**config.mk**
```make
export PLATFORM = sky130hd
export DESIGN_NAME = wishbone_classic_gpio_multi_flat
export DESIGN_NICKNAME = d
export VERILOG_FILES = /design/src/rtl/wishbone_classic_gpio_multi_pkg.sv /design/src/rtl/wishbone_classic_gpio_multi_if.sv /design/src/rtl/wishbone_classic_gpio_chan.sv /design/src/rtl/wishbone_classic_gpio_multi.sv /design/src/flat_wrapper.sv
export SDC_FILE = /design/constraint.sdc
export NUM_CORES = 1
export LEC_CHECK = 0
export ABC_AREA = 0
export ABC_CLOCK_PERIOD_IN_PS = 1810
export BUFFER_PORTS_ARGS = -buffer_cell sky130_fd_sc_hd__buf_2
export CORE_ASPECT_RATIO = 1.4
export CORE_MARGIN = 5
export CORE_UTILIZATION = 45
export CTS_CLUSTER_DIAMETER = 40
export CTS_CLUSTER_SIZE = 40
export DETAILED_ROUTE_END_ITERATION = 8
export GPL_ROUTABILITY_DRIVEN = 0
export PLACE_DENSITY = 0.66
export SYNTH_ARGS = -nofsm -noshare
export SYNTH_HDL_FRONTEND = slang
export SYNTH_SLANG_ARGS = --single-unit
export TNS_END_PERCENT = 30
```
**constraint.sdc**
```tcl
create_clock -name clk -period 1.81 [get_ports clk]
set_clock_uncertainty 0.1 [all_clocks]
set_input_delay 0.0905 -clock clk [delete_from_list [all_inputs] [get_ports clk]]
set_output_delay 0.0905 -clock clk [all_outputs]
set_load 0.01 [all_outputs]
```
**src/rtl/wishbone_classic_gpio_multi_pkg.sv**
```systemverilog
// rtl/wishbone_classic_gpio_multi_pkg.sv - register map and shared types for the multi-bank GPIO
package wishbone_classic_gpio_multi_pkg;

  localparam logic [2:0] REG_DATA_IN    = 3'd0;
  localparam logic [2:0] REG_DATA_OUT   = 3'd1;
  localparam logic [2:0] REG_TRI        = 3'd2;
  localparam logic [2:0] REG_IRQ_EN     = 3'd3;
  localparam logic [2:0] REG_IRQ_MODE   = 3'd4;
  localparam logic [2:0] REG_IRQ_POL    = 3'd5;
  localparam logic [2:0] REG_IRQ_STATUS = 3'd6;
  localparam logic [2:0] REG_RESERVED   = 3'd7;

  localparam int CHANNEL_STRIDE = 'h20;
  localparam int MAX_CHANNELS   = 4;

  // GCTRL lives at byte 0x80, i.e. word index 0x20 of addr[7:2]
  localparam logic [5:0] GCTRL_WORD       = 6'h20;
  localparam int         GCTRL_IRQ_EN_BIT = 0;

  typedef enum logic {
    ST_IDLE,
    ST_ACK
  } wb_state_e;

  function automatic logic [1:0] addr_chan(input logic [7:0] a);
    return 2'(int'(a) / CHANNEL_STRIDE);
  endfunction

endpackage

```
**src/rtl/wishbone_classic_gpio_multi_if.sv**
```systemverilog
// rtl/wishbone_classic_gpio_multi_if.sv - Wishbone classic slave bus bundle
interface wishbone_classic_gpio_multi_if #(
  parameter int ADDRESS_WIDTH = 32,
  parameter int BUS_WIDTH     = 4
);
  logic                     s_wb_cyc;
  logic                     s_wb_stb;
  logic                     s_wb_we;
  logic [ADDRESS_WIDTH-1:0] s_wb_addr;
  logic [BUS_WIDTH*8-1:0]   s_wb_data_i;
  logic [3:0]               s_wb_sel;
  logic [1:0]               s_wb_bte;
  logic [2:0]               s_wb_cti;
  logic                     s_wb_ack;
  logic [BUS_WIDTH*8-1:0]   s_wb_data_o;
  logic                     s_wb_err;

  modport master (
    output s_wb_cyc, s_wb_stb, s_wb_we, s_wb_addr, s_wb_data_i, s_wb_sel, s_wb_bte, s_wb_cti,
    input  s_wb_ack, s_wb_data_o, s_wb_err
  );

  modport slave (
    input  s_wb_cyc, s_wb_stb, s_wb_we, s_wb_addr, s_wb_data_i, s_wb_sel, s_wb_bte, s_wb_cti,
    output s_wb_ack, s_wb_data_o, s_wb_err
  );
endinterface

```
**src/rtl/wishbone_classic_gpio_chan.sv**
```systemverilog
// rtl/wishbone_classic_gpio_chan.sv - one GPIO bank: registers, input synchroniser, interrupt status
module wishbone_classic_gpio_chan
  import wishbone_classic_gpio_multi_pkg::*;
#(
  parameter int GPIO_WIDTH = 32,
  parameter int IRQ_ENABLE = 1
) (
  input  logic                  clk,
  input  logic                  rstn,
  input  logic                  i_we,
  input  logic [2:0]            i_reg_idx,
  input  logic [GPIO_WIDTH-1:0] i_wdata,
  input  logic [GPIO_WIDTH-1:0] i_wmask,
  input  logic [GPIO_WIDTH-1:0] i_pins,
  output logic [GPIO_WIDTH-1:0] o_rdata,
  output logic [GPIO_WIDTH-1:0] o_gpio_o,
  output logic [GPIO_WIDTH-1:0] o_gpio_t,
  output logic                  o_irq_pend
);

  logic [GPIO_WIDTH-1:0] r_out, r_tri, r_en, r_mode, r_pol, r_status;
  logic [GPIO_WIDTH-1:0] r_sync1, r_sync2, r_prev;
  logic [GPIO_WIDTH-1:0] w_edge, w_level, w_set, w_clr;

  function automatic logic [GPIO_WIDTH-1:0] f_merge(input logic [GPIO_WIDTH-1:0] old);
    return (old & ~i_wmask) | (i_wdata & i_wmask);
  endfunction

  // Edge compares the synchronised pin with its one-cycle-old copy
  assign w_edge  = (r_pol & r_sync2 & ~r_prev) | (~r_pol & ~r_sync2 & r_prev);
  assign w_level = ~(r_sync2 ^ r_pol);
  assign w_set   = (r_mode & w_edge) | (~r_mode & w_level);
  assign w_clr   = (i_we && i_reg_idx == REG_IRQ_STATUS) ? (i_wdata & i_wmask) : '0;

  always_ff @(posedge clk) begin
    if (!rstn) begin
      r_out    <= '0;
      r_tri    <= '1;
      r_en     <= '0;
      r_mode   <= '0;
      r_pol    <= '0;
      r_status <= '0;
      r_sync1  <= '0;
      r_sync2  <= '0;
      r_prev   <= '0;
    end else begin
      r_sync1 <= i_pins;
      r_sync2 <= r_sync1;
      r_prev  <= r_sync2;
      if (i_we) begin
        case (i_reg_idx)
          REG_DATA_OUT: r_out <= f_merge(r_out);
          REG_TRI:      r_tri <= f_merge(r_tri);
          REG_IRQ_EN:   if (IRQ_ENABLE != 0) r_en <= f_merge(r_en);
          REG_IRQ_MODE: if (IRQ_ENABLE != 0) r_mode <= f_merge(r_mode);
          REG_IRQ_POL:  if (IRQ_ENABLE != 0) r_pol <= f_merge(r_pol);
          default: ;
        endcase
      end
      // A set in the same cycle as a write-1-to-clear wins
      if (IRQ_ENABLE != 0) r_status <= (r_status & ~w_clr) | w_set;
    end
  end

  always_comb begin
    o_rdata = '0;
    case (i_reg_idx)
      REG_DATA_IN:    o_rdata = r_sync2;
      REG_DATA_OUT:   o_rdata = r_out;
      REG_TRI:        o_rdata = r_tri;
      REG_IRQ_EN:     o_rdata = r_en;
      REG_IRQ_MODE:   o_rdata = r_mode;
      REG_IRQ_POL:    o_rdata = r_pol;
      REG_IRQ_STATUS: o_rdata = r_status;
      REG_RESERVED:   o_rdata = '0;
      default:        o_rdata = '0;
    endcase
  end

  assign o_gpio_o   = r_out;
  assign o_gpio_t   = r_tri;
  assign o_irq_pend = |(r_status & r_en);

endmodule

```
**src/rtl/wishbone_classic_gpio_multi.sv**
```systemverilog
// rtl/wishbone_classic_gpio_multi.sv - Wishbone classic slave with up to four interrupting GPIO banks
module wishbone_classic_gpio_multi
  import wishbone_classic_gpio_multi_pkg::*;
#(
  parameter int ADDRESS_WIDTH = 32,
  parameter int BUS_WIDTH     = 4,
  parameter int GPIO_WIDTH    = 32,
  parameter int GPIO_CHANNELS = 2,
  parameter int IRQ_ENABLE    = 1
) (
  input  logic                                clk,
  input  logic                                rstn,
  wishbone_classic_gpio_multi_if.slave        wb,
  output logic                                irq,
  input  logic [GPIO_CHANNELS*GPIO_WIDTH-1:0] gpio_io_i,
  output logic [GPIO_CHANNELS*GPIO_WIDTH-1:0] gpio_io_o,
  output logic [GPIO_CHANNELS*GPIO_WIDTH-1:0] gpio_io_t
);

  localparam int DW = BUS_WIDTH * 8;

  wb_state_e       r_state;
  logic            r_ack, r_err, r_irq, r_gctrl;
  logic [DW-1:0]   r_data;

  logic            w_req, w_is_chan, w_is_gctrl, w_valid, w_wr;
  logic [1:0]      w_chan;
  logic [2:0]      w_idx;
  logic [DW-1:0]   w_wmask, w_rdata;
  logic            w_unused;

  logic [GPIO_WIDTH-1:0]    w_ch_rdata [GPIO_CHANNELS];
  logic [GPIO_CHANNELS-1:0] w_ch_pend;
  logic [GPIO_CHANNELS-1:0] w_ch_we;

  assign w_req      = wb.s_wb_cyc & wb.s_wb_stb & (r_state == ST_IDLE);
  assign w_chan     = addr_chan(wb.s_wb_addr[7:0]);
  assign w_idx      = wb.s_wb_addr[4:2];
  assign w_is_chan  = ~wb.s_wb_addr[7] && (int'(w_chan) < GPIO_CHANNELS) && (int'(w_chan) < MAX_CHANNELS);
  assign w_is_gctrl = (wb.s_wb_addr[7:2] == GCTRL_WORD);
  assign w_valid    = w_is_chan | w_is_gctrl;
  assign w_wr       = w_req & w_valid & wb.s_wb_we;
  assign w_unused   = ^{wb.s_wb_addr[ADDRESS_WIDTH-1:8], wb.s_wb_addr[1:0], wb.s_wb_bte, wb.s_wb_cti};

  always_comb begin
    w_wmask = '0;
    for (int b = 0; b < BUS_WIDTH; b++) begin
      w_wmask[b*8 +: 8] = (b < 4) ? {8{wb.s_wb_sel[b & 3]}} : 8'h00;
    end
  end

  always_comb begin
    w_ch_we = '0;
    for (int c = 0; c < GPIO_CHANNELS; c++) begin
      w_ch_we[c] = w_wr && w_is_chan && (w_chan == 2'(c));
    end
  end

  for (genvar g = 0; g < GPIO_CHANNELS; g++) begin : g_chan
    wishbone_classic_gpio_chan #(
      .GPIO_WIDTH (GPIO_WIDTH),
      .IRQ_ENABLE (IRQ_ENABLE)
    ) u_chan (
      .clk        (clk),
      .rstn       (rstn),
      .i_we       (w_ch_we[g]),
      .i_reg_idx  (w_idx),
      .i_wdata    (wb.s_wb_data_i[GPIO_WIDTH-1:0]),
      .i_wmask    (w_wmask[GPIO_WIDTH-1:0]),
      .i_pins     (gpio_io_i[g*GPIO_WIDTH +: GPIO_WIDTH]),
      .o_rdata    (w_ch_rdata[g]),
      .o_gpio_o   (gpio_io_o[g*GPIO_WIDTH +: GPIO_WIDTH]),
      .o_gpio_t   (gpio_io_t[g*GPIO_WIDTH +: GPIO_WIDTH]),
      .o_irq_pend (w_ch_pend[g])
    );
  end

  always_comb begin
    w_rdata = '0;
    if (w_is_gctrl) begin
      w_rdata[GCTRL_IRQ_EN_BIT] = r_gctrl;
    end else begin
      for (int c = 0; c < GPIO_CHANNELS; c++) begin
        if (w_is_chan && w_chan == 2'(c)) w_rdata[GPIO_WIDTH-1:0] = w_ch_rdata[c];
      end
    end
  end

  // The ACK state forces one idle cycle so a held strobe completes every 2 cycles
  always_ff @(posedge clk) begin
    if (!rstn) begin
      r_state <= ST_IDLE;
      r_ack   <= 1'b0;
      r_err   <= 1'b0;
      r_data  <= '0;
      r_gctrl <= 1'b0;
      r_irq   <= 1'b0;
    end else begin
      r_ack <= 1'b0;
      r_err <= 1'b0;
      r_irq <= (IRQ_ENABLE != 0) && r_gctrl && (|w_ch_pend);
      case (r_state)
        ST_IDLE: begin
          if (w_req) begin
            r_state <= ST_ACK;
            if (w_valid) begin
              r_ack  <= 1'b1;
              r_data <= wb.s_wb_we ? '0 : w_rdata;
              if (IRQ_ENABLE != 0 && w_wr && w_is_gctrl && w_wmask[GCTRL_IRQ_EN_BIT])
                r_gctrl <= wb.s_wb_data_i[GCTRL_IRQ_EN_BIT];
            end else begin
              r_err  <= 1'b1;
              r_data <= '0;
            end
          end
        end
        ST_ACK:  r_state <= ST_IDLE;
        default: r_state <= ST_IDLE;
      endcase
    end
  end

  assign wb.s_wb_ack    = r_ack;
  assign wb.s_wb_err    = r_err;
  assign wb.s_wb_data_o = r_data;
  assign irq            = r_irq;

endmodule
```
**src/flat_wrapper.sv**
```systemverilog
// flat-port wrapper written by rule: the top's interface ports become plain ports
module wishbone_classic_gpio_multi_flat import wishbone_classic_gpio_multi_pkg::*;
#(
  parameter int ADDRESS_WIDTH = 32,
  parameter int BUS_WIDTH     = 4,
  parameter int GPIO_WIDTH    = 32,
  parameter int GPIO_CHANNELS = 2,
  parameter int IRQ_ENABLE    = 1
)
  (clk, rstn, irq, gpio_io_i, gpio_io_o, gpio_io_t, wb_s_wb_cyc, wb_s_wb_stb, wb_s_wb_we, wb_s_wb_addr, wb_s_wb_data_i, wb_s_wb_sel, wb_s_wb_bte, wb_s_wb_cti, wb_s_wb_ack, wb_s_wb_data_o, wb_s_wb_err);
  wishbone_classic_gpio_multi_if #(.ADDRESS_WIDTH(ADDRESS_WIDTH), .BUS_WIDTH(BUS_WIDTH)) wb_i ();
  input  logic clk;
  input  logic rstn;
  output logic irq;
  input  logic [GPIO_CHANNELS*GPIO_WIDTH-1:0] gpio_io_i;
  output logic [GPIO_CHANNELS*GPIO_WIDTH-1:0] gpio_io_o;
  output logic [GPIO_CHANNELS*GPIO_WIDTH-1:0] gpio_io_t;
  input wire logic [$bits(wb_i.s_wb_cyc)-1:0] wb_s_wb_cyc;
  input wire logic [$bits(wb_i.s_wb_stb)-1:0] wb_s_wb_stb;
  input wire logic [$bits(wb_i.s_wb_we)-1:0] wb_s_wb_we;
  input wire logic [$bits(wb_i.s_wb_addr)-1:0] wb_s_wb_addr;
  input wire logic [$bits(wb_i.s_wb_data_i)-1:0] wb_s_wb_data_i;
  input wire logic [$bits(wb_i.s_wb_sel)-1:0] wb_s_wb_sel;
  input wire logic [$bits(wb_i.s_wb_bte)-1:0] wb_s_wb_bte;
  input wire logic [$bits(wb_i.s_wb_cti)-1:0] wb_s_wb_cti;
  output wire logic [$bits(wb_i.s_wb_ack)-1:0] wb_s_wb_ack;
  output wire logic [$bits(wb_i.s_wb_data_o)-1:0] wb_s_wb_data_o;
  output wire logic [$bits(wb_i.s_wb_err)-1:0] wb_s_wb_err;
  assign wb_i.s_wb_cyc = wb_s_wb_cyc;
  assign wb_i.s_wb_stb = wb_s_wb_stb;
  assign wb_i.s_wb_we = wb_s_wb_we;
  assign wb_i.s_wb_addr = wb_s_wb_addr;
  assign wb_i.s_wb_data_i = wb_s_wb_data_i;
  assign wb_i.s_wb_sel = wb_s_wb_sel;
  assign wb_i.s_wb_bte = wb_s_wb_bte;
  assign wb_i.s_wb_cti = wb_s_wb_cti;
  assign wb_s_wb_ack = wb_i.s_wb_ack;
  assign wb_s_wb_data_o = wb_i.s_wb_data_o;
  assign wb_s_wb_err = wb_i.s_wb_err;
  wishbone_classic_gpio_multi #(.ADDRESS_WIDTH(ADDRESS_WIDTH), .BUS_WIDTH(BUS_WIDTH), .GPIO_WIDTH(GPIO_WIDTH), .GPIO_CHANNELS(GPIO_CHANNELS), .IRQ_ENABLE(IRQ_ENABLE)) u_core (.clk(clk), .rstn(rstn), .wb(wb_i), .irq(irq), .gpio_io_i(gpio_io_i), .gpio_io_o(gpio_io_o), .gpio_io_t(gpio_io_t));
endmodule
```
# Word level (Yosys, flattened, before mapping)
# Cells that the tools add are included.
totals:
  register_bits: 613
  latchBits: 0
  mem_bits_rw: 0
  rom_bits: 0
  input_bits: 142
  output_inout_bits: 163
  wordCells: 142
  mem_count: 0
op_classes:
  add_sub_neg: 0
  multipliers: 0
  div: 0
  magnitude_cmp: 1
  eq_ne: 9
  n_shift: 0
  muxes: 14
  n_bitwise: 67
  n_reduce_logical: 27
op_table:
  columns: ["cell", "count"]
  rows:
  - ["$and 32x32->32", 27]
  - ["$or 32x32->32", 16]
  - ["$pmux 32 s8", 2]
  - ["$not 32->32", 13]
  - ["$mux 32", 6]
  - ["$reduce_or 64->1", 1]
  - ["$xor 32x32->32", 2]
  - ["$mux 31", 1]
  - ["$reduce_and 2->1", 11]
  - ["$eq 3x3->1 const B", 4]
  - ["$logic_and 1x1->1", 11]
  - ["$eq 3x2->1 const B", 2]
  - ["$eq 6x6->1 const B", 1]
  - ["$and 1x1->1", 4]
  - ["$mux 1", 4]
  - ["$not 1->1", 4]
  - ["$reduce_and 4->1", 1]
  - ["$eq 3x1->1 const B", 1]
  - ["$logic_not 3->1", 1]
  - ["$reduce_or 3->1", 1]
  - ["$eq 2x1->1 const B", 1]
  - ["$logic_not 2->1", 1]
  - ["$lt 2x2->1 const B", 1]
  - ["$pmux 1 s2", 1]
  - ["$or 1x1->1", 1]

# Logic depth before layout (Yosys ltp)
# Gate-level depths: netlist (run 1).
logic_depth:
  word_depth: 12
  depth_mapped: 9
  mapped_depth_nobuf: 6

# Modules after synthesis
# Synthesis (run 1) repeated with hierarchy kept, for this count alone.
unflattened:
  hier_cells: 3356
  area_unflattened_um2: 28914.0
modules_own_cells:
  columns: ["module", "instances", "cells_each", "area_per_inst_um2", "seq_area_each_um2"]
  rows:
  - ["wishbone_classic_gpio_chan", 2, 1576, 13530.5, 5765.5]
  - ["wishbone_classic_gpio_multi", 1, 204, 1853.0, 740.7]

# Worst setup path before layout (run 1)
# OpenSTA, ideal clock, no wires.
synth_timing:
  path_type: "register -> register"
  startpoint: "register u_core.r_state"
  endpoint: "register with a tool-made name"
  setup_ns: 0.070
  arrival_ns: 1.640
  required_ns: 1.640
  slack_ns: 0.000
  path_stages_with_launch: 8
  n_path_buf: 2
  synth_period_minus_slack_ns: 1.810
  path_cell_list: "dfxtp_1 -> and4b_1 -> buf_2 -> buf_2 -> nand3_1 -> nor3_1 -> nand2_1 -> a21oi_1"
synth_rtl:
  columns: ["element", "line_no", "rtl"]
  rows:
  - ["from (decl)", "wishbone_classic_gpio_multi.sv:22", "wb_state_e r_state;"]
  - ["from (signal assigned)", "wishbone_classic_gpio_multi.sv:92", "r_state <= ST_IDLE;"]
  - ["from (signal assigned)", "wishbone_classic_gpio_multi.sv:105", "r_state <= ST_ACK;"]
  - ["from (signal assigned)", "wishbone_classic_gpio_multi.sv:117", "ST_ACK: r_state <= ST_IDLE;"]

==> results summary, run 1 <==
The flow ran to the end, but the final reports show violations. The final reports fail on setup timing. The effective utilization at floorplan came out at 45.4%.

The vertical extent of the die is ~300 µm. The number of failing hold endpoints at the final stage was 0. During synthesis, Yosys emitted a total of 0 warnings. The arrival time of the worst setup path is 2200 ps.

Counting every net in the synthesized netlist gives 3484. The number of global-route vias before repair came out at roughly 25k. In the synthesized netlist the async set-or-reset flop fraction comes to 0%.

The class of the tightest hold or removal check is input port to flop. The basic-gate share of the synthesized area counting and, or, nand and nor cells came out at a little under a fifth. The switching fraction of total power came out at 26.6%.

The routed length per placed instance is 24.0 µm. The first-pass iteration count of the detailed router came out at 7. The count of buffering cells on the critical path with inverters included is 2. The leakage power of the design is 0.0140 µW.

The largest vdd supply drop came out at 793 µV. The horizontal extent of the die came out at ~220 µm. The clock latency on the worst-skew pair is about 620 ps. The pin count of the biggest net entering global routing came out at 168. The number of rows in the core area is ~110. The internal power component is 23500 µW. The clock group share of total power is between 40% and 50%. The critical path runs through a total of 7 cells.

The number of I/O pins is 305. The overall routing resource usage is 31.6%. The vias after detailed routing is 26.7k.

The worst register-to-register path has a setup slack of -30 ps. The sequential fraction of design power came out at between 40% and 50%. The number of antenna violations at the first check in global routing came out at 1. The average footprint of a synthesized cell is about 8.6 µm². For this run the aggregate overflow at the end of global routing stands at 0. The H-tree depth reported by CTS came out at 3.

The global-route wire length before repair is 159000 µm. The fraction of power consumed by combinational cells is 7.9%. The number of unique standard cell types used by synthesis came out at 61. The library cells used most frequently in the layout, excluding fill and tap cells, are 613 x sky130_fd_sc_hd__dfxtp_1, 511 x sky130_fd_sc_hd__nand2_1, 289 x sky130_fd_sc_hd__a21oi_1, 270 x sky130_fd_sc_hd__buf_2, 261 x sky130_fd_sc_hd__nand3_1. The final routed wirelength across all metal layers came out at between 100000 and 150000 µm. In this run the tool buffered the top-level ports with 273 buffer cells. The number of enable-type register cells in the synthesized netlist came out at 0. The area fraction in compound gates after synthesis came out at 18.2%. The clock tree root driver cell is sky130_fd_sc_hd__clkbuf_16. The detailed router finished its first iteration with around 3.0k violations. The depth of the most critical reg-to-reg path is 7.

The number of register bits inferred by synthesis came out at 613. The placed wire-length estimate after detailed placement came out at 75700 µm. The CTS sink count came out at 613. Setup slack on the critical path of the routed design comes to -27.8 ps.

The worst setup path is captured at a flop. The number of nets in the layout came out at between 3k and 4k. In this run the critical register-to-register path is launched from u_core.r_state. The post-layout instance area is 35300 µm². In this run the most critical hold path is launched from wb_s_wb_addr[7]. The worst max-slew margin expressed relative to the limit is 28.9%. The core utilization of the finished layout came out at 58.1%. The standard cell with the maximum stage delay on the critical path is sky130_fd_sc_hd__dfxtp_1. The growth of design area from synthesis to finish came out at 28.0%.

For the pin with the worst max-slew slack, the measured transition is 1060 ps. The post-synthesis xor/xnor area fraction came out at 0%. The share of the yosys chip area belonging to registers is 44.5%.

For this run, the top clock speed supported by timing is 0.544 GHz. After floorplanning, the core was sized to cover between 60000 and 70000 µm². The setup path with the least slack is of type flop to flop. The max-slew violation count came out at 0. For the worst setup path, the data required time is around 2200 ps.

The cell count after synthesis came out at 3214. The maximum root-to-sink buffer count is 3. Walking the worst path, the cells encountered are and4b_1, buf_4, and3_1, buf_12, nand2_1, nand2_1, a21oi_1. The most common library cell in the layout ignoring fill and taps is sky130_fd_sc_hd__dfxtp_1. The share of synthesized area spent on multiplexers is 6.96%. The element type at the critical path start is a flop.

In this run the cell area measured after placement is 31300 µm². Clock-pin slew was measured on the worst setup and hold paths at 70 ps. The post-route fraction of the period consumed by the critical path came out at 102%.

Once detail routing completed, the nets flagged for antenna violations numbered 0. The final-report setup violation count came out at 7. The biggest cell delay along the critical path is a little over 300 ps. In this run, CTS created clock tree buffers numbering about 70.

The cell with the most instances on the worst path is sky130_fd_sc_hd__nand2_1. The share of post-route cells with drive strength above 1 came out at 19.7%. Max-cap violations in this run came to 0. The most used flip-flop cell after synthesis is sky130_fd_sc_hd__dfxtp_1. In this run the worst path has a maximum fanout of 14. TritonCTS built the clock tree. The average via count per standard cell is 5.85. The area of the mapped netlist is 27600 µm². After Yosys synthesis, full adders, half adders and majority gates account for under 10% of the synthesized area.

Grouping stages by cell kind, the critical path spends the most delay in simple AND/OR/NAND/NOR gates. Setup repair after global routing could not meet its margin everywhere. The final period demand of the worst path is approximately 1800 ps. The DRC violations left is 0. The net switching power came out at 8510 µW. The most critical setup path has its startpoint at u_core.r_state. By area, the combinational part of the netlist is dominated by simple AND/OR/NAND/NOR gates. The ratio of total power to cell area is 906 nW/µm². The die covers 66400 µm².
-- worst min-delay path by stage --
stage | slack, ps | depth (start not counted) | end
6_report | 20 | 5 | u_core.wb.s_wb_data_o[8]
5_1_grt | 20 | 3 | flop
4_1_cts | -310 | 2 | u_core.g_chan[1].u_chan.r_status[10]
3_5_place_dp | 200 | 2 | u_core.g_chan[1].u_chan.r_sync1[25]
3_3_place_gp | 200 | 2 | u_core.g_chan[1].u_chan.r_sync1[26]
2_1_floorplan | 110 | 2 | u_core.wb.s_wb_err
-- kinds of logic (layout without fill, tap and decap cells) --
| logic type | Yosys count | after routing |
|---|---|---|
| compound gates | 776 | 776 |
| fa+ha+maj | 128 | 128 |
| buf+inv | 381 | 905 |
| other cells | 0 | 2 |
| mux | 178 | 178 |
| simple gates | 1138 | 1138 |
| flops | 613 | 613 |
-- layer usage --
layer  track usage, %  vias up  share of wire, %
met3             6.34      415                10
met5                0        -             0.015
met4             20.7        2               7.5
li1                 -    12100                 -
met1             38.6    12500                37
met2             50.6     1644                45
-- cells in the mapped netlist (41+ instances only) --
master | n | area [µm²]
sky130_fd_sc_hd__mux2i_1 | 140 | 1400
sky130_fd_sc_hd__nand2_1 | 532 | 2000
sky130_fd_sc_hd__and2_1 | 133 | 832
sky130_fd_sc_hd__a21oi_1 | 291 | 1460
sky130_fd_sc_hd__o21a_1 | 67 | 503
sky130_fd_sc_hd__nor2_1 | 111 | 417
sky130_fd_sc_hd__nand3_1 | 261 | 1310
sky130_fd_sc_hd__buf_2 | 54 | 270
sky130_fd_sc_hd__inv_1 | 147 | 552
sky130_fd_sc_hd__a221oi_1 | 41 | 359
sky130_fd_sc_hd__dfxtp_1 | 613 | 12300
sky130_fd_sc_hd__ha_1 | 128 | 1600
sky130_fd_sc_hd__a21boi_0 | 55 | 413
sky130_fd_sc_hd__o21ai_0 | 96 | 480
sky130_fd_sc_hd__clkbuf_1 | 143 | 537
-- worst register-to-register path: stages (launching register included) --
cell,delay (ps)
sky130_fd_sc_hd__dfxtp_1,310
sky130_fd_sc_hd__and4b_1,260
sky130_fd_sc_hd__buf_4,180
sky130_fd_sc_hd__and3_1,220
sky130_fd_sc_hd__buf_12,160
sky130_fd_sc_hd__nand2_1,220
sky130_fd_sc_hd__nand2_1,160
sky130_fd_sc_hd__a21oi_1,70
-- timing repair --
| action | CTS | global route |
|---|---|---|
| endpoints found under the setup margin | 54 | 193 |
| endpoints found under the hold margin | 456 | 11 |
| pin swaps | 0 | 2 |
| setup buffers | 0 | 1 |
| resized for setup | 13 | 39 |
| hold buffers | 118 | 1 |
-- stage by stage --
stage,TNS (ps),instances,power (µW),hold slack (ps),setup WS (ps)
after floorplan,0,3214,15400,115,0.0329
after global placement,-8070,4303,16500,196,-173
after detailed placement,-14100,4303,16500,199,-201
after CTS,-76.1,4553,32000,-311,-17.0
after global routing,-934,4555,32800,20.6,-67.1
final,-57.2,4557,32000,23.9,-27.8
-- power by group through the flow --
stage | combinational [µW] | clock [µW] | sequential [µW]
2_1_floorplan | 1220 | 0 | 14200
3_3_place_gp | 2170 | 0 | 14300
3_5_place_dp | 2190 | 0 | 14300
4_1_cts | 2440 | 15600 | 14000
5_1_grt | 2640 | 16100 | 14000
6_report | 2520 | 15500 | 14000
-- layout make-up --
type	count	area (µm²)
antenna	2	5.00
clock buffer	79	1890
clock inverter	53	647
fill	5455	25500
inverter	149	567
multi-input combinational	2220	14000
sequential	613	12300
tap	817	1020
timing repair buffer	624	4930
No activity file was read; power rests on OpenSTA's default activity.
==> inputs of run 2 (changes only) <==
--- a/config.mk
+++ b/config.mk
@@ -5,17 +5,17 @@
 export SDC_FILE = /design/constraint.sdc
 export NUM_CORES = 1
 export LEC_CHECK = 0
-export ABC_AREA = 0
 export ABC_CLOCK_PERIOD_IN_PS = 1810
 export BUFFER_PORTS_ARGS = -buffer_cell sky130_fd_sc_hd__buf_2
-export CORE_ASPECT_RATIO = 1.4
+export CELL_PAD_IN_SITES_DETAIL_PLACEMENT = 0
+export CELL_PAD_IN_SITES_GLOBAL_PLACEMENT = 1
 export CORE_MARGIN = 5
-export CORE_UTILIZATION = 45
+export CORE_UTILIZATION = 40
 export CTS_CLUSTER_DIAMETER = 40
 export CTS_CLUSTER_SIZE = 40
 export DETAILED_ROUTE_END_ITERATION = 8
 export GPL_ROUTABILITY_DRIVEN = 0
-export PLACE_DENSITY = 0.66
+export PLACE_DENSITY_LB_ADDON = 0.1
 export SYNTH_ARGS = -nofsm -noshare
 export SYNTH_HDL_FRONTEND = slang
 export SYNTH_SLANG_ARGS = --single-unit
==> run 2 against run 1 <==
The flow still finishes with violations (setup timing). Die area is 12% higher. Utilization is 3.3 points lower. Final cell count is 5.2% higher. Cell area is 6.3% higher. Sequential share of layout area is 2.1 points lower. Combinational power is 9.5% higher. Sequential power hardly changed. Worst hold slack better by 17 ps. Count of clock-buffer cells in the layout is 44 higher. Clock power is 34% higher. First-iteration DRC count is 10% lower.
==> results summary, run 2 (same netlist as run 1, synthesis figures left out) <==
The post-layout worst setup margin came out at -102 ps (was -27.8 ps). The number of global-route vias before repair is 26.2k (was 25.3k). The routed length per placed instance is 25.0 µm (was 24.0 µm).

RSZ-0062 raised after global routing: true (unchanged). The leakage power of the design came to 0.0150 µW (was 0.0140 µW). The number of failing hold endpoints at the final stage is 0 (unchanged). The final routed wirelength across all metal layers is 120000 µm (was 109000 µm). Outcome: complete, but fails checks (unchanged). The number of antenna violations at the first check in global routing is 5 (was 1). The TritonCTS clock tree is built (unchanged).

Highest-count cells in the layout ignoring fill and taps: 610 x sky130_fd_sc_hd__dfxtp_1, 510 x sky130_fd_sc_hd__nand2_1, 276 x sky130_fd_sc_hd__a21oi_1, 270 x sky130_fd_sc_hd__buf_2, 262 x sky130_fd_sc_hd__buf_4 (was 613 x sky130_fd_sc_hd__dfxtp_1, 511 x sky130_fd_sc_hd__nand2_1, 289 x sky130_fd_sc_hd__a21oi_1, 270 x sky130_fd_sc_hd__buf_2, 261 x sky130_fd_sc_hd__nand3_1). The growth of design area from synthesis to finish is 36.1% (was 28.0%). The area of the multi-input gates was 14000 µm² (about the same).

The ratio of total power to cell area is 1000 nW/µm² (was 906 nW/µm²). The worst max-slew margin expressed relative to the limit is 46.7% (was 28.9%). The final period demand of the worst path came out at 1910 ps (was 1840 ps). The nature of the critical path endpoint is a flop (unchanged).

The DRC violations left is 0 (unchanged). The highest attainable clock frequency is 0.523 GHz (was 0.544 GHz). The clock tree root driver cell is sky130_fd_sc_hd__clkbuf_16 (unchanged).

The number of port buffers came out at 273 (unchanged). The worst hold margin came to 40.6 ps (was 23.9 ps). The global-route wire length before repair came out at 174000 µm (was 159000 µm).

The core footprint came out at 68500 µm² (was 60800 µm²). Violated checks: setup timing (unchanged). The horizontal extent of the die is 273 µm (was 219 µm).

The average via count per standard cell came out at 5.70 (was 5.85). The vias after detailed routing came to 27.3k (was 26.7k). The class of the tightest hold or removal check is input port to flop (unchanged). The pin slew with the least headroom to its limit came out at 800 ps (was 1060 ps).

The cell total after placement is 4460 (was 4303). The maximum root-to-sink buffer count came out at 3 (unchanged). The final instance count without filler cells came out at 4793 (was 4557). The number of cells traversed by the worst hold path is 4 (was 5). The overall routing resource usage is 30.9% (was 31.6%).

The number of rows in the core area came out at 96 (was 107). The vertical extent of the die is 273 µm (was 303 µm). The first-iteration detailed-routing DRC count came out at 2732 (was 3039).

The area taken by flip-flops and latches came out at 12300 µm² (about the same). The post-layout instance area came out at 37500 µm² (was 35300 µm²). The largest vdd supply drop is 746 µV (was 793 µV). The final-report setup violation count came out at 11 (was 7). The first-pass iteration count of the detailed router is 6 (was 7). The arrival time of the worst setup path is 2370 ps (was 2200 ps). The number of nets in the layout came out at 4084 (was 3950).

The count of nets left with antenna violations after detail routing came out at 0 (unchanged). The pin count of the biggest net entering global routing is 94 (was 168). The setup slack after placement is -340 ps (was -201 ps). The clock-pin slew on the worst setup and hold paths came to 60 ps (was 70 ps). The required time at the worst-slack endpoint is 2270 ps (was 2170 ps). The H-tree depth reported by CTS was 3 (unchanged). The max-capacitance violation count came out at 0 (unchanged). The final-layout fill cell count is 6264 (was 5455). The worst-path maximum fanout came to 7 (was 14). The CTS sink count is 613 (unchanged). The post-route fraction of the period consumed by the critical path is 106% (was 102%). The setup TNS came out at -377 ps (was -57.2 ps). The element type at the critical path start is a flop (unchanged). The number of I/O pins is 305 (unchanged).

The most common library cell in the layout ignoring fill and taps is sky130_fd_sc_hd__dfxtp_1 (unchanged). The post-place instance area came out at 32200 µm² (was 31300 µm²). The share of post-route cells with drive strength above 1 came out at 23.8% (was 19.7%). The area enclosed by the die boundary is 74300 µm² (was 66400 µm²). The depth of the most critical reg-to-reg path came out at 7 (unchanged). The effective utilization at floorplan is 40.3% (was 45.4%). The max-slew violation count is 0 (unchanged). The critical path class was flop to flop (unchanged). The placed wire-length estimate after detailed placement came out at 87300 µm (was 75700 µm).

The total global routing overflow was 0 (unchanged). The number of buffers created by CTS is 108 (was 72). The clock latency on the worst-skew pair is 660 ps (was 620 ps).
run 2: cell types whose count changed in the layout (fill, tap and decap cells not counted), sizes merged:
cell         before  now
buf             509  603
clkbuf           80  125
clkinvlp          7   20
clkinv           14   26
bufinv            5   11
inv             176  172
dlygate4sd3     114  117
diode             2    4
run 2: path summary, 6_finish.rpt:
kind                                  startpoint                                  end  slack, ps
max                               u_core.r_state            u_core.wb.s_wb_data_o[13]       -100
min                              wb_s_wb_addr[5]            u_core.wb.s_wb_data_o[13]         40
max reg2reg                       u_core.r_state            u_core.wb.s_wb_data_o[13]       -100
min reg2reg  u_core.g_chan[1].u_chan.r_sync1[30]  u_core.g_chan[1].u_chan.r_sync2[30]        330
run 2: timing repair:
item / in CTS / in global routing
setup endpoints to repair: 81 / 190
pin swaps: 2 / 27
setup buffers: 3 / 5
hold buffers: 116 / 1
gates resized for setup: 21 / 86
cloned: 0 / 1
endpoints found under the hold margin: 487 / 12
run 2: where the power goes:
part | total, µW | leakage [µW] | switching [µW] | internal (µW)
sequential | 14000 | 0.00500 | 249 | 13800
combinational | 2760 | 0.00825 | 1620 | 1140
clock | 20800 | 0.00178 | 7690 | 13100
total | 37600 | 0.0150 | 9560 | 28000
run 2: cell type report:
cell class / instances / area share [%]
Antenna cell: 4 / 0.0267
Clock buffer: 123 / 7.63
Multi-Input combinational cell: 2220 / 37.4
Inverter: 149 / 1.51
Clock inverter: 80 / 2.35
Tap cell: 882 / 2.94
Timing Repair Buffer: 722 / 15.4
Sequential cell: 613 / 32.7
run 2: stage by stage:
stage / util (%) / power (µW)
2_1_floorplan: - / 15400
3_3_place_gp: 47.0 / 16700
3_5_place_dp: 47.0 / 16800
4_1_cts: 54.3 / 37700
5_1_grt: 54.8 / 38600
6_report: 54.8 / 37600
run 2: worst max-delay path, cell delays in order, from the launching register on:
cell	delay, ps
sky130_fd_sc_hd__dfxtp_2	310
sky130_fd_sc_hd__nand3b_1	220
sky130_fd_sc_hd__buf_12	170
sky130_fd_sc_hd__nor3_4	240
sky130_fd_sc_hd__buf_6	160
sky130_fd_sc_hd__clkbuf_16	180
sky130_fd_sc_hd__o311ai_1	180
sky130_fd_sc_hd__o31ai_1	240
run 2: per-layer routing:
layer / wire, µm / vias up / part of all wire, % / track usage, %
met3: 10100 / 323 / 8.5 / 5.94
met5: 33 / - / 0.028 / 0
met1: 49400 / 13200 / 41 / 40.5
li1: - / 12400 / - / -
met2: 54700 / 1399 / 46 / 50.4
met4: 5690 / 6 / 4.7 / 12.6
